===== src/rtl/seg_page_scheduler.sv =====
// Pages a latched multi-nibble hex value onto a two-digit 7-segment pair, two nibbles per page,
// starting at the most significant non-zero byte and wrapping back to it after page 0.
module seg_page_scheduler #(
    parameter int DIGITS       = 8,
    parameter int DWELL_CYCLES = 12_000_000,
    parameter int GAP_CYCLES   = 3_000_000,
    localparam int PAGES       = DIGITS / 2,
    localparam int PW          = (PAGES > 1) ? $clog2(PAGES) : 1
) (
    input  logic                  clock,
    input  logic                  reset_n,
    input  logic [4*DIGITS-1:0]   value,
    input  logic                  value_valid,
    output logic                  value_ready,
    output logic                  busy,
    output logic [PW-1:0]         page,
    output logic [6:0]            ss1_A_G,
    output logic [6:0]            ss2_A_G
);

    localparam int MAXC = (DWELL_CYCLES > GAP_CYCLES) ? DWELL_CYCLES : GAP_CYCLES;
    localparam int TW   = $clog2(MAXC + 1);
    localparam logic [TW-1:0] DWELL_LAST = TW'(DWELL_CYCLES - 1);
    localparam logic [TW-1:0] GAP_LAST   = (GAP_CYCLES > 0) ? TW'(GAP_CYCLES - 1) : '0;
    localparam logic [6:0]    BLANK      = 7'h7F;

    typedef enum logic [1:0] {
        S_IDLE = 2'd0,
        S_SHOW = 2'd1,
        S_GAP  = 2'd2
    } state_t;

    // Handshake: a value is taken on a rising edge where value_valid and value_ready are both high.
    // value_ready is high in IDLE and GAP only; offers made while it is low are simply dropped.
    state_t                r_state;
    logic [4*DIGITS-1:0]   r_value;
    logic [PW-1:0]         r_top;
    logic [PW-1:0]         r_page;
    logic [TW-1:0]         r_timer;
    logic [6:0]            r_ss1;
    logic [6:0]            r_ss2;
    logic                  r_busy;
    logic                  r_ready;

    logic                  w_accept;
    logic [PW-1:0]         w_top_in;
    logic [PW-1:0]         w_next_page;
    logic                  w_dwell_end;
    logic                  w_gap_end;

    function automatic logic [6:0] enc(input logic [3:0] n);
        logic [6:0] s;
        case (n)
            4'h0: s = 7'b0000001;
            4'h1: s = 7'b1001111;
            4'h2: s = 7'b0010010;
            4'h3: s = 7'b0000110;
            4'h4: s = 7'b1001100;
            4'h5: s = 7'b0100100;
            4'h6: s = 7'b0100000;
            4'h7: s = 7'b0001111;
            4'h8: s = 7'b0000000;
            4'h9: s = 7'b0000100;
            4'hA: s = 7'b0001000;
            4'hB: s = 7'b1100000;
            4'hC: s = 7'b0110001;
            4'hD: s = 7'b1000010;
            4'hE: s = 7'b0110000;
            default: s = 7'b0111000;
        endcase
        return s;
    endfunction

    function automatic logic [3:0] nib(input logic [4*DIGITS-1:0] v, input logic [PW-1:0] pg,
                                       input logic hi);
        logic [4*DIGITS-1:0] sh;
        sh = v >> (8 * int'(pg) + 4 * int'(hi));
        return sh[3:0];
    endfunction

    // Highest page holding a non-zero byte; stays 0 for an all-zero value.
    always_comb begin
        w_top_in = '0;
        for (int p = 0; p < PAGES; p++) begin
            if (8'(value >> (8 * p)) != 8'h00) begin
                w_top_in = PW'(p);
            end
        end
    end

    assign w_accept    = value_valid & r_ready;
    assign w_next_page = (r_page == '0) ? r_top : (r_page - PW'(1));
    assign w_dwell_end = (r_timer == DWELL_LAST);
    assign w_gap_end   = (r_timer == GAP_LAST);

    always_ff @(posedge clock or negedge reset_n) begin
        if (!reset_n) begin
            r_state <= S_IDLE;
            r_value <= '0;
            r_top   <= '0;
            r_page  <= '0;
            r_timer <= '0;
            r_ss1   <= BLANK;
            r_ss2   <= BLANK;
            r_busy  <= 1'b0;
            r_ready <= 1'b1;
        end else if (w_accept) begin
            r_state <= S_SHOW;
            r_value <= value;
            r_top   <= w_top_in;
            r_page  <= w_top_in;
            r_timer <= '0;
            r_ss1   <= enc(nib(value, w_top_in, 1'b1));
            r_ss2   <= enc(nib(value, w_top_in, 1'b0));
            r_busy  <= 1'b1;
            r_ready <= 1'b0;
        end else begin
            case (r_state)
                S_SHOW: begin
                    if (w_dwell_end) begin
                        r_timer <= '0;
                        if (GAP_CYCLES > 0) begin
                            r_state <= S_GAP;
                            r_ss1   <= BLANK;
                            r_ss2   <= BLANK;
                            r_ready <= 1'b1;
                        end else begin
                            r_page <= w_next_page;
                            r_ss1  <= enc(nib(r_value, w_next_page, 1'b1));
                            r_ss2  <= enc(nib(r_value, w_next_page, 1'b0));
                        end
                    end else begin
                        r_timer <= r_timer + TW'(1);
                    end
                end
                S_GAP: begin
                    if (w_gap_end) begin
                        r_state <= S_SHOW;
                        r_timer <= '0;
                        r_page  <= w_next_page;
                        r_ss1   <= enc(nib(r_value, w_next_page, 1'b1));
                        r_ss2   <= enc(nib(r_value, w_next_page, 1'b0));
                        r_ready <= 1'b0;
                    end else begin
                        r_timer <= r_timer + TW'(1);
                    end
                end
                default: begin
                    r_state <= S_IDLE;
                end
            endcase
        end
    end

    assign value_ready = r_ready;
    assign busy        = r_busy;
    assign page        = r_page;
    assign ss1_A_G     = r_ss1;
    assign ss2_A_G     = r_ss2;

endmodule


===== config.mk =====
export PLATFORM = sky130hd
export DESIGN_NAME = seg_page_scheduler
export DESIGN_NICKNAME = d
export VERILOG_FILES = /design/src/rtl/seg_page_scheduler.sv
export SDC_FILE = /design/constraint.sdc
export NUM_CORES = 1
export LEC_CHECK = 0
export CORE_ASPECT_RATIO = 1.25
export CORE_MARGIN = 2
export CORE_UTILIZATION = 40
export DETAILED_ROUTE_END_ITERATION = 7
export PLACE_DENSITY = 0.6
export SLEW_MARGIN = 20
export SYNTH_ARGS = -nofsm -noshare
export SYNTH_HDL_FRONTEND = slang
export SYNTH_SLANG_ARGS = --single-unit

===== constraint.sdc =====
create_clock -name clock -period 3.97 [get_ports clock]
set_input_delay 0.397 -clock clock [delete_from_list [all_inputs] [get_ports clock]]
set_output_delay 0.397 -clock clock [all_outputs]
set_load 0.03 [all_outputs]

Word-level counts from Yosys, hierarchy flattened
Memory sizes are Yosys's and may differ from the RTL's.
Cells that the tools add are included.

operators by class
  muxes and demuxes = 26
  $add $sub $neg = 4
  reduce and logical (&&, ||, !) cells = 10
  shift-type cells = 4
  bitwise operators = 1
  equal/unequal tests = 6

operators by type and width
  cell                   count
  $mux 24                3
  $shr 32x5->4           2
  $shr 32x6->4           2
  $pmux 24 s2            1
  $mux 7                 5
  $pmux 7 s2             2
  $add 24x1->24 const B  1
  $eq 24x22->1 const B   1
  $eq 24x24->1 const B   1
  $reduce_bool 8->1      3
  $mux 2                 9
  $add 5x3->6 const B    2
  $ne 3x3->1 const B     2
  $mux 1                 4
  $pmux 2 s2             1
  $reduce_and 2->1       2
  $reduce_bool 2->1      2
  $reduce_and 3->1       1
  $reduce_bool 3->1      1
  $eq 2x1->1 const B     1
  $eq 2x2->1 const B     1
  $logic_not 2->1        1
  $pmux 1 s2             1
  $sub 2x1->2 const B    1
  $and 1x1->1            1

storage, ports and cells
  memories kept = 4
  output and inout bits = 18
  input bits = 35
  logic and storage cells = 64
  register bits = 78
  memory bits (read-only) = 448

memories
  name              words  width  read ports  clocked after Yosys merged registers in  wr ports  line  RTL
  (name not given)  16     7      1           0                                        0         53    case (n)
  (name not given)  16     7      1           0                                        0         53
  (name not given)  16     7      1           0                                        0         53
  (name not given)  16     7      1           0                                        0         53

Longest topological paths before layout
Gate-level depths: netlist of run 1.
An unclocked memory read counts as a cell.

  depth in word-level cells = 8
  mapped depth = 12
  gate-level depth less buffers = 10

Worst setup path after synthesis of run 1
Ideal clock, no wire load.

  kind = register to register
  from = reg r_page[1], in the netlist page[1]
  to = reg r_ss2[1], in the netlist ss2_A_G[1]
  period minus slack after synthesis = 2.845 ns
  library setup time = 0.086 ns
  required time = 3.884 ns
  arrival = 2.759 ns
  path buffers = 1
  cell stages (with the launch flop) = 11
  path slack = 1.125 ns
  path through = dfrtp_1 -> and2_1 -> clkbuf_1 -> nor2_1 -> mux2_2 -> o21ai_1 -> inv_1 -> ha_1 -> mux2_1 -> a211oi_1 -> a211oi_1

on the way
  cells in the longest elaborated chain, start to end = 7
  elaborated cells on any way between the ends = 8
  those cells by class = 1 x add/sub; 1 x shift; 4 x mux; 1 x reduce/logical; 1 x memory

RTL lines
  element                                         line  RTL
  start, declared                                 38    logic [PW-1:0] r_page;
  start signal, assigned                          111   r_page <= w_top_in;
  start signal, assigned                          128   r_page <= w_next_page;
  start signal, assigned                          140   r_page <= w_next_page;
  $sub 2x1->2 or $logic_not 2->1 (tied branches)  92    assign w_next_page = (r_page == '0) ? r_top : (r_page - PW'(1));
  $mux 2 (*)                                      92
  $shr 32x5->4 (*)                                77    sh = v >> (8 * int'(pg) + 4 * int'(hi));
  $mem_v2 16x7 (*)                                n/a
  $mux 7 (*)                                      137   if (w_gap_end) begin
  $pmux 7 s2 (*)                                  118   case (r_state)
  $mux 7 (*)                                      107   end else if (w_accept) begin
  end signal, assigned                            114   r_ss2 <= enc(nib(value, w_top_in, 1'b0));
  end signal, assigned                            130   r_ss2 <= enc(nib(r_value, w_next_page, 1'b0));
  end signal, assigned                            142   r_ss2 <= enc(nib(r_value, w_next_page, 1'b0));
  end, declared                                   41    logic [6:0] r_ss2;

Every way passes the cells marked *; elsewhere a longest branch is shown, timed or not. The select of a mux whose other input is x is not followed.
A chain may end at the register's enable or synchronous reset.

Worst setup path after layout of run 1
  from = in value[17]
  to = reg r_ss2[6], in the netlist ss2_A_G[6]

on the way
  cells in the longest elaborated chain, start to end = 6

RTL lines
  element               line  RTL
  start, declared       12    input logic [4*DIGITS-1:0] value,
  $reduce_bool 8->1     85    if (8'(value >> (8 * p)) != 8'h00) begin
  $mux 2 (2 in series)  85
  $shr 32x5->4 (*)      77
  $mem_v2 16x7 (*)      n/a
  $mux 7 (*)            107

Every way passes the cells marked *; elsewhere a longest branch is shown, timed or not.

==> flow_metrics.tcl, run 1 <==
set metrics [dict create \
    critPathRequiredTime_ns 4.22 \
    drv_slew 0 \
    cts-buffers-inserted 9 \
    die-area_um2 14900 \
    setup_viol 0 \
    yosys_warnings 0 \
    drtIter0Drc 364 \
    fin_tns_setup_ns 0 \
    cts_max_level 3 \
    maxCapViolations 0 \
    postCtsHoldBufs 0 \
    finalHoldViolCount 0 \
    grt-ovfl-total 0 \
    grt_pass1_wl_um 26300 \
    antenna_cells 0 \
    grt_start_max_net_pins 79 \
    postCtsSetupBuffers 0 \
    vias_per_cell 5.84 \
    syn_inst 636 \
    fin_hold_ws_ns 0.0449 \
    postLayoutCoreUtil_pct 47.9 \
    cts_resized 0 \
    clk_pin_slew_ns 0.06 \
    root_buffer "clkbuf_16" \
    nets 744 \
    hp-class "in2async" \
    io_pins 53 \
    row_count 48 \
    wl_per_cell_um 19.1 \
    timing.rr.start "page[0]" \
    cts_buffer_depth 2 \
    total_power_mw 4.47 \
    fin_cells 864 \
    fin_crit_sh_pct 78.6 \
    synth_edf_count 0 \
    syn_area_um2 5570 \
    dpl.cell_count 848 \
    yosysTopAreaCellShare_pct 28.3 \
    final_cell_mix "106 x nand2_1, 63 x dfrtp_1, 51 x clkdlybuf4s50_1" \
    crit_path_end_kind "register" \
    clock_latency_ns 0.35 \
    worst_pin_slew_ns 0.753 \
    stdcell_area_um2 6560 \
    drive_above_1_share_pct 12.6 \
    synth.largest_area_cell "dfrtp_1" \
    fp.dieW_um 110 \
    dominantRegCellSynth "dfrtp_1" \
    area_growth_pct 17.7 \
    critPathKind "in2reg" \
    slew_headroom_pct 49.8 \
    ant_nets 0 \
    finClkSkew_ns 0.00725 \
    grt_usage_pct 23.1 \
    place_area_um2 6280 \
    dpl.hpwl_um 12400 \
    ys_seq_area_share_pct 35.4 \
    dp_slack_ns 0.508 \
    gp_congestion 0.903 \
    fmax_mhz 320 \
    synth_fp_nets 696 \
    synth_cell_type_count 88 \
    route.vias.total 5047 \
    core_area_um2 13700 \
    initial_core_util_pct 40.7 \
    antenna_found_initial 1 \
    run_status "finished clean" \
    dr.pass1.iters 5 \
    rsz0062_at_grt "false" \
    critPathMaxStageDelay_ns 0.52 \
    ys_ff_latch 78 \
    grt_pass1_vias 5050 \
    power.density_nw_per_um2 681 \
    start_kind "primary input" \
    path_max_fanout 8 \
    routed_wl_um 16500 \
    slowest_stage "clkdlybuf4s50_1" \
    p_leak_nw 2.70 \
    layout_commonest_cell "nand2_1" \
    fin_ws_ns 0.848 \
    tritoncts "done" \
    clkSinkCount 78 \
    port_buffers 52 \
    min_period_ns 3.12 \
    vdd_drop_max_v 0.000328 \
    critical_path_arrival_ns 3.38 \
    crit_path_cell_trace "clkdlybuf4s50_1, nor4_4, and2_1, a211oi_1, nor2_1, inv_1, ha_1, or4_1, o311ai_0, a221oi_1" \
    async_flop_share_pct 100 \
    syn_area_per_cell_um2 8.76 \
    drc 0 \
    fp.dieH_um 136 \
    synthTopCellsByArea "dfrtp_1 28%, nand2_1 7.2%, dfstp_2 7.1%" \
    crit_path_start "value[17]" \
]
[kinds of logic (layout without fill, tap and decap cells)]
group | Yosys count | after routing | share of synthesized area (%)
fa+ha+maj | 25 | 25 | 5.61
mux | 17 | 17 | 3.68
xor+xnor | 15 | 15 | 2.36
flops | 78 | 78 | 35.4
compound gates | 168 | 168 | 22.7
buf+inv | 67 | 120 | 5.14
simple gates | 266 | 266 | 25.2
[worst paths after layout]
| check | end | slack [ns] | cells past startpoint |
|---|---|---|---|
| max in group asynchronous | r_value[1] | 3.35 | 1 |
| worst max-delay path | ss2_A_G[6] | 0.85 | 10 |
| worst min-delay path | r_value[5] | 0.04 | 1 |
| worst max register to register | ss2_A_G[1] | 0.89 | 10 |
| worst min register to register | busy | 0.46 | 1 |
| min in group clock | busy | 0.46 | 1 |
[sequential cells by signal, summed over array words and instances, names as in the netlist]
name         flops
r_value         32
r_timer         24
ss1_A_G          7
ss2_A_G          7
page             2
r_state          2
r_top            2
busy             1
value_ready      1
[area by class of cell]
type	count	area (um2)
clock buffer	13	260
timing repair buffer	67	634
multi-input combinational	491	3320
sequential	78	1970
inverter	37	139
fill	1362	7130
clock inverter	3	20.0
tap	175	219
[metal layers]
| metal | vias up | part of all wire, % | track usage [%] |
|---|---|---|---|
| li1 | 2416 | - | - |
| met1 | 2444 | 42 | 28.3 |
| met2 | 143 | 49 | 38.1 |
| met3 | 42 | 4.9 | 4.31 |
| met4 | 2 | 4.2 | 12.0 |
| met5 | - | 0.036 | 0 |
[synth_stat cells, types with 6 or more instances]
cell type,count
nand2_1,107
dfrtp_1,63
nor2_1,46
inv_1,37
o21ai_0,35
ha_1,25
a21oi_1,20
nand3_1,18
nor3_1,17
a31oi_1,16
dfstp_2,15
clkbuf_1,13
o211ai_1,13
a211oi_1,12
xnor2_1,12
buf_2,10
and3_1,9
or3_1,9
nor2b_1,8
mux2i_1,7
a221oi_1,6
mux2_2,6
[where the power goes]
group	switching, mW	leakage, nW	internal (mW)
combinational	1.38	1.61	0.921
clock	0.337	0.132	0.457
sequential	0.243	0.958	1.14
total	1.96	2.70	2.51
[worst max-delay path, delay by kind of cell]
kind                     cells  cell delay [ns]
buffers and inverters        2             0.64
AO/OA/AOI/OAI                3             0.40
AND/OR/NAND/NOR              4             1.69
adder cells (fa/ha/maj)      1             0.25
No activity file was read; power rests on OpenSTA's default activity.
==> inputs of run 2 (changes only) <==
clock period = 3.15 ns   (was 3.97 ns; I/O delays follow)
==> run 2 against run 1 <==
The flow now finishes with violations (negative hold slack). Cell count grew 2.0%. Cell area grew 2.7%. Setup slack lost 0.58 ns. Routed wire length grew 1.5%. Register-to-register slack lost 0.63 ns. Highest routed layer unchanged. First-iteration DRC count shrank 5.5%. Clock power grew 44%.
==> flow_metrics.tcl, run 2 (same netlist as run 1, synthesis figures left out) <==
set metrics [dict create \
    r2r_slack_ns 0.26 \
    critPathKind "reg2reg" \
    topRoutingLayerUsed "met5" \
    path_max_fanout 13 \
    initial_core_util_pct 40.7 \
    vias_per_cell 5.87 \
    dp_slack_ns 0.0435 \
    antenna_cells 0 \
    port_buffers 52 \
    final_cell_mix "106 x nand2_1, 63 x dfrtp_1, 51 x clkdlybuf4s50_1" \
    power.density_nw_per_um2 870 \
    fp.dieW_um 110 \
    start_kind "register" \
    hp-class "in2async" \
    dpl.hpwl_um 12500 \
    tritoncts "done" \
    postCtsSetupBuffers 0 \
    largest_register_ffs 32 \
    run_status "finished, violations left" \
    fin_ws_ns 0.263 \
    violations "negative hold slack" \
    grt_pass1_vias 5170 \
    fin_crit_sh_pct 91.6 \
    root_buffer "clkbuf_16" \
    gp_congestion 0.907 \
    maxCapViolations 0 \
    nets 761 \
    layout_commonest_cell "nand2_1" \
    cts_buffer_depth 2 \
    clkSinkCount 78 \
    slew_headroom_pct 49.8 \
    drc 0 \
    p_leak_nw 2.81 \
    cts-buffers-inserted 9 \
    dr.pass1.iters 5 \
    drtIter0Drc 344 \
    critPathRequiredTime_ns 3.41 \
    clock_latency_ns 0.35 \
    fin_hold_ws_ns -0.0399 \
    clk_pin_slew_ns 0.06 \
    fp.dieH_um 136 \
    area_growth_pct 20.9 \
    cts_resized 0 \
    critical_path_arrival_ns 3.15 \
    drive_above_1_share_pct 14.7 \
    min_period_ns 2.89 \
    route.vias.total 5170 \
    ant_nets 0 \
    crit_path_end_kind "register" \
    finalHoldViolCount 14 \
    die-area_um2 14900 \
    rsz0062_at_grt "false" \
    postCtsHoldBufs 0 \
    grt_pass1_wl_um 26800 \
    antenna_found_initial 1 \
    core_area_um2 13700 \
    fin_tns_setup_ns 0 \
    r2r-end "ss2_A_G[1]" \
    fmax_mhz 346 \
    wl_met2_um 8310 \
    place_area_um2 6420 \
    timing.rr.start "page[0]" \
    row_count 48 \
    reg2regPathDepth 9 \
    grt_start_max_net_pins 79 \
    largest-register "r_value" \
    setup_viol 0 \
    wl_per_cell_um 19.0 \
    worst_pin_slew_ns 0.752 \
    top_regs "r_value x32, r_timer x24" \
    cts_max_level 3 \
    wl_met3_um 719 \
    drv_slew 0 \
    stdcell_area_um2 6740 \
    io_pins 53 \
    grt-ovfl-total 0 \
    vdd_drop_max_v 0.000354 \
    wl_met1_um 7070 \
    finClkSkew_ns 0.00743 \
    routed_wl_um 16700 \
    grt_usage_pct 23.6 \
]
[run 2: cell types whose count changed in the layout (fill, tap and decap cells not counted), sizes merged]
cell      delta
bufinv       +2
clkinvlp     -2
buf         +17
clkbuf       -1
clkinv       +1
[run 2: power by group]
group | internal [mW] | leakage [nW] | switching, mW
sequential | 1.43 | 0.958 | 0.319
combinational | 1.21 | 1.70 | 1.77
clock | 0.713 | 0.157 | 0.423
total | 3.36 | 2.81 | 2.51
[run 2: stage by stage]
stage | utilization [%] | std cells | power, mW
after floorplan | - | 636 | 3.71
after global placement | 46.9 | 865 | 4.63
after detailed placement | 46.9 | 865 | 4.70
after CTS | 49.2 | 881 | 5.87
after global routing | 49.2 | 881 | 6.26
final | 49.2 | 881 | 5.86
[run 2: layout make-up]
type                    count  area, um2
clock buffers              12        246
fillers                  1327       6950
multi-input cells         491       3320
repair buffers             84        774
well taps                 175        219
inverters                  37        139
flip-flops and latches     78       1970
clock inverters             4       70.1
[run 2: worst max-delay path: stages, from the launching register on]
cell      delay [ns]
dfrtp_1         0.55
and2_1          0.32
nor2_1          0.20
mux2_2          0.37
o21ai_1         0.22
inv_1           0.11
ha_1            0.24
mux2_1          0.31
a211oi_1        0.37
a211oi_1        0.10
[run 2: per-layer routing]
metal	up-vias	GRT usage (%)
li1	2451	-
met1	2540	28.5
met2	142	40.4
met3	35	3.74
met4	2	11.4
met5	-	0
[run 2: worst max path at each step]
stage	start	end	slack, ns	depth (start not counted)
2_1_floorplan	page[1]	ss2_A_G[1]	0.31	10
3_3_place_gp	value[17]	ss1_A_G[6]	0.1	10
3_5_place_dp	value[10]	ss1_A_G[6]	0.04	11
4_1_cts	page[0]	ss1_A_G[3]	0.28	8
5_1_grt	page[0]	ss1_A_G[3]	0.08	9
6_report	page[0]	ss2_A_G[1]	0.26	9
==> inputs of run 3 (changes only) <==
ABC_AREA = 1   (was unset)
==> run 3 against run 2 <==
The flow now finishes without violations. Critical path depth increased by 6. Non-clock buffer count decreased by 25. Synthesized cell count increased by 25%. Cell area decreased by 3.9%. Cell count increased by 15%. Largest cell class unchanged.
==> flow_metrics.tcl, run 3 <==
set metrics [dict create \
    run_status "finished clean" \
    largest-register "r_value" \
    row_count 47 \
    drc 0 \
    total_power_mw 2.31 \
    fp.dieW_um 109 \
    synth_compound_area_share_pct 12.7 \
    min_period_ns 2.54 \
    dominantRegCellSynth "dfrtp_1" \
    syn_area_per_cell_um2 6.94 \
    wl_met1_um 6210 \
    clkSinkCount 78 \
    clk_pin_slew_ns 0.06 \
    grt-ovfl-total 0 \
    antenna_found_initial 0 \
    synthMuxAreaShare_pct 0 \
    critPathTopFamily "simple AND/OR/NAND/NOR gates" \
    setup_viol 0 \
    p_leak_nw 3.21 \
    core_area_um2 13300 \
    yosys.area_share.simple_pct 36.2 \
    synth_cell_type_count 44 \
    wl_per_cell_um 15.4 \
    yosys_warnings 0 \
    fin_tns_setup_ns 0 \
    drv_slew 0 \
    critPathKind "in2reg" \
    crit_buf_inv 2 \
    drtIter0Drc 339 \
    nets 899 \
    critPathMaxStageDelay_ns 0.50 \
    topRoutingLayerUsed "met4" \
    fmax_mhz 393 \
    path_max_fanout 13 \
    top_regs "r_value x32, r_timer x24" \
    cts-buffers-inserted 9 \
    cp-endpoint "ss1_A_G[3]" \
    fp.dieH_um 135 \
    initial_core_util_pct 41.1 \
    yosysMostFrequentCell "nand2_1" \
    power.density_nw_per_um2 357 \
    worst_pin_slew_ns 0.736 \
    routed_wl_um 15600 \
    gp_congestion 0.954 \
    cts_max_level 3 \
    grt_usage_pct 22.6 \
    grt_pass1_wl_um 25700 \
    vias_per_cell 5.21 \
    cpMostUsedCell "nand3_1" \
    layout_commonest_cell "nand2_1" \
    grt_pass1_vias 5208 \
    slew_headroom_pct 50.9 \
    yosysTopAreaCellShare_pct 28.7 \
    timing.rr.start "page[0]" \
    synth_fp_nets 852 \
    postCtsSetupBuffers 0 \
    ys_seq_area_share_pct 35.9 \
    dpl.hpwl_um 11800 \
    start_kind "primary input" \
    synth_top_family_by_area "simple AND/OR/NAND/NOR gates" \
    crit_path_cell_trace "clkdlybuf4s50_1, nor2_1, nand2_1, nor2_4, nand2_4, nand2_2, nand2_1, nand3_1, nand2_1, inv_1, ha_1, nand3_1, nand3_1, nand3_1, a21boi_1" \
    final_cell_mix "238 x nand2_1, 93 x inv_1, 88 x nand3_1" \
    synthAdderAreaFrac_pct 5.69 \
    ys_top_cells_by_count "239 x nand2_1, 93 x inv_1, 88 x nand3_1" \
    syn_inst 792 \
    finalHoldViolCount 0 \
    area_growth_pct 17.9 \
    r2r_slack_ns 0.73 \
    wl_met2_um 8290 \
    cts_resized 0 \
    ant_nets 0 \
    wl_met3_um 662 \
    fin_crit_sh_pct 80.8 \
    finClkSkew_ns 0.00520 \
    drive_above_1_share_pct 10.2 \
    crit_path_start "value[21]" \
    critical_path_arrival_ns 2.82 \
    postCtsHoldBufs 0 \
    grt_start_max_net_pins 79 \
    tritoncts "done" \
    route.vias.total 5292 \
    port_buffers 52 \
    ys_ff_latch 78 \
    maxCapViolations 0 \
    largest_register_ffs 32 \
    synth.largest_area_cell "dfrtp_1" \
    synth_xor_area_share_pct 0.478 \
    synthTopCellsByArea "dfrtp_1 29%, nand2_1 16%, nand3_1 8.0%" \
    syn_area_um2 5490 \
    r2r-end "ss1_A_G[4]" \
    critPathRequiredTime_ns 3.43 \
    rsz0062_at_grt "false" \
    crit_cells 15 \
    crit_path_end_kind "register" \
    io_pins 53 \
    clock_latency_ns 0.35 \
    reg2regPathDepth 9 \
    synth_edf_count 0 \
    cts_buffer_depth 2 \
    die-area_um2 14700 \
    root_buffer "clkbuf_16" \
    hp-class "in2async" \
    dr.pass1.iters 7 \
    slowest_stage "clkdlybuf4s50_1" \
    vdd_drop_max_v 0.000280 \
    antenna_cells 0 \
    async_flop_share_pct 100 \
]
run 3: changes by cell type in the layout (fill, tap and decap cells not counted), moves of 12 or more:
| cell | change |
|---|---|
| nand2_1 | +132 |
| nand3_1 | +70 |
| inv_1 | +56 |
| buf_4 | -24 |
| o21ai_0 | +21 |
| nor2_1 | +13 |
| xnor2_1 | -12 |
run 3: routing by layer:
layer	GRT usage (%)	vias to the layer above
met2	41.9	161
li1	-	2665
met3	4.30	30
met1	25.1	2436
met5	0	-
met4	8.83	0
run 3: cell families after synthesis:
logic type	count (synthesis)
simple gates	448
buf+inv	120
compound gates	118
flops	78
fa+ha+maj	25
xor+xnor	3
run 3: cell type report:
type                            instances  area (um2)
Fill cell                            1348        6870
Multi-Input combinational cell        594        3030
Sequential cell                        78        1970
Timing Repair Buffer                   59         574
Inverter                               97         369
Clock buffer                           10         239
Tap cell                              171         214
Clock inverter                          6        85.1
run 3: worst register-to-register path, stage by stage (launching register included):
cell      delay [ns]
dfrtp_1         0.35
inv_1           0.12
o21ai_2         0.49
nand3_1         0.13
nand2_1         0.30
inv_1           0.14
ha_1            0.25
o21ai_0         0.25
a31oi_1         0.16
a21boi_1        0.18
run 3: how the worst min path moves through the flow:
stage,cells past startpoint,end,startpoint
floorplan,0,busy,reset_n
global placement,1,busy,busy
detailed placement,1,busy,busy
CTS,1,r_timer[4],reset_n
global route,1,r_timer[8],reset_n
finish,1,r_timer[8],reset_n
run 3: stage by stage:
stage	setup slack, ns	instance area [um2]	util (%)	cells	hold slack [ns]
floorplan	0.945	5490	-	792	0.0194
global placement	0.319	6150	46.1	999	0.453
detailed placement	0.288	6150	46.1	999	0.465
CTS	0.644	6470	48.5	1015	0.191
global route	0.391	6480	48.5	1015	0.0611
finish	0.606	6480	48.5	1015	0.0101
run 3: power breakdown:
group          internal, mW  leakage [nW]  switching (mW)  total (mW)
combinational        0.0643          2.04          0.0962       0.161
clock                 0.713         0.154           0.435        1.15
sequential             1.00          1.02               0        1.00
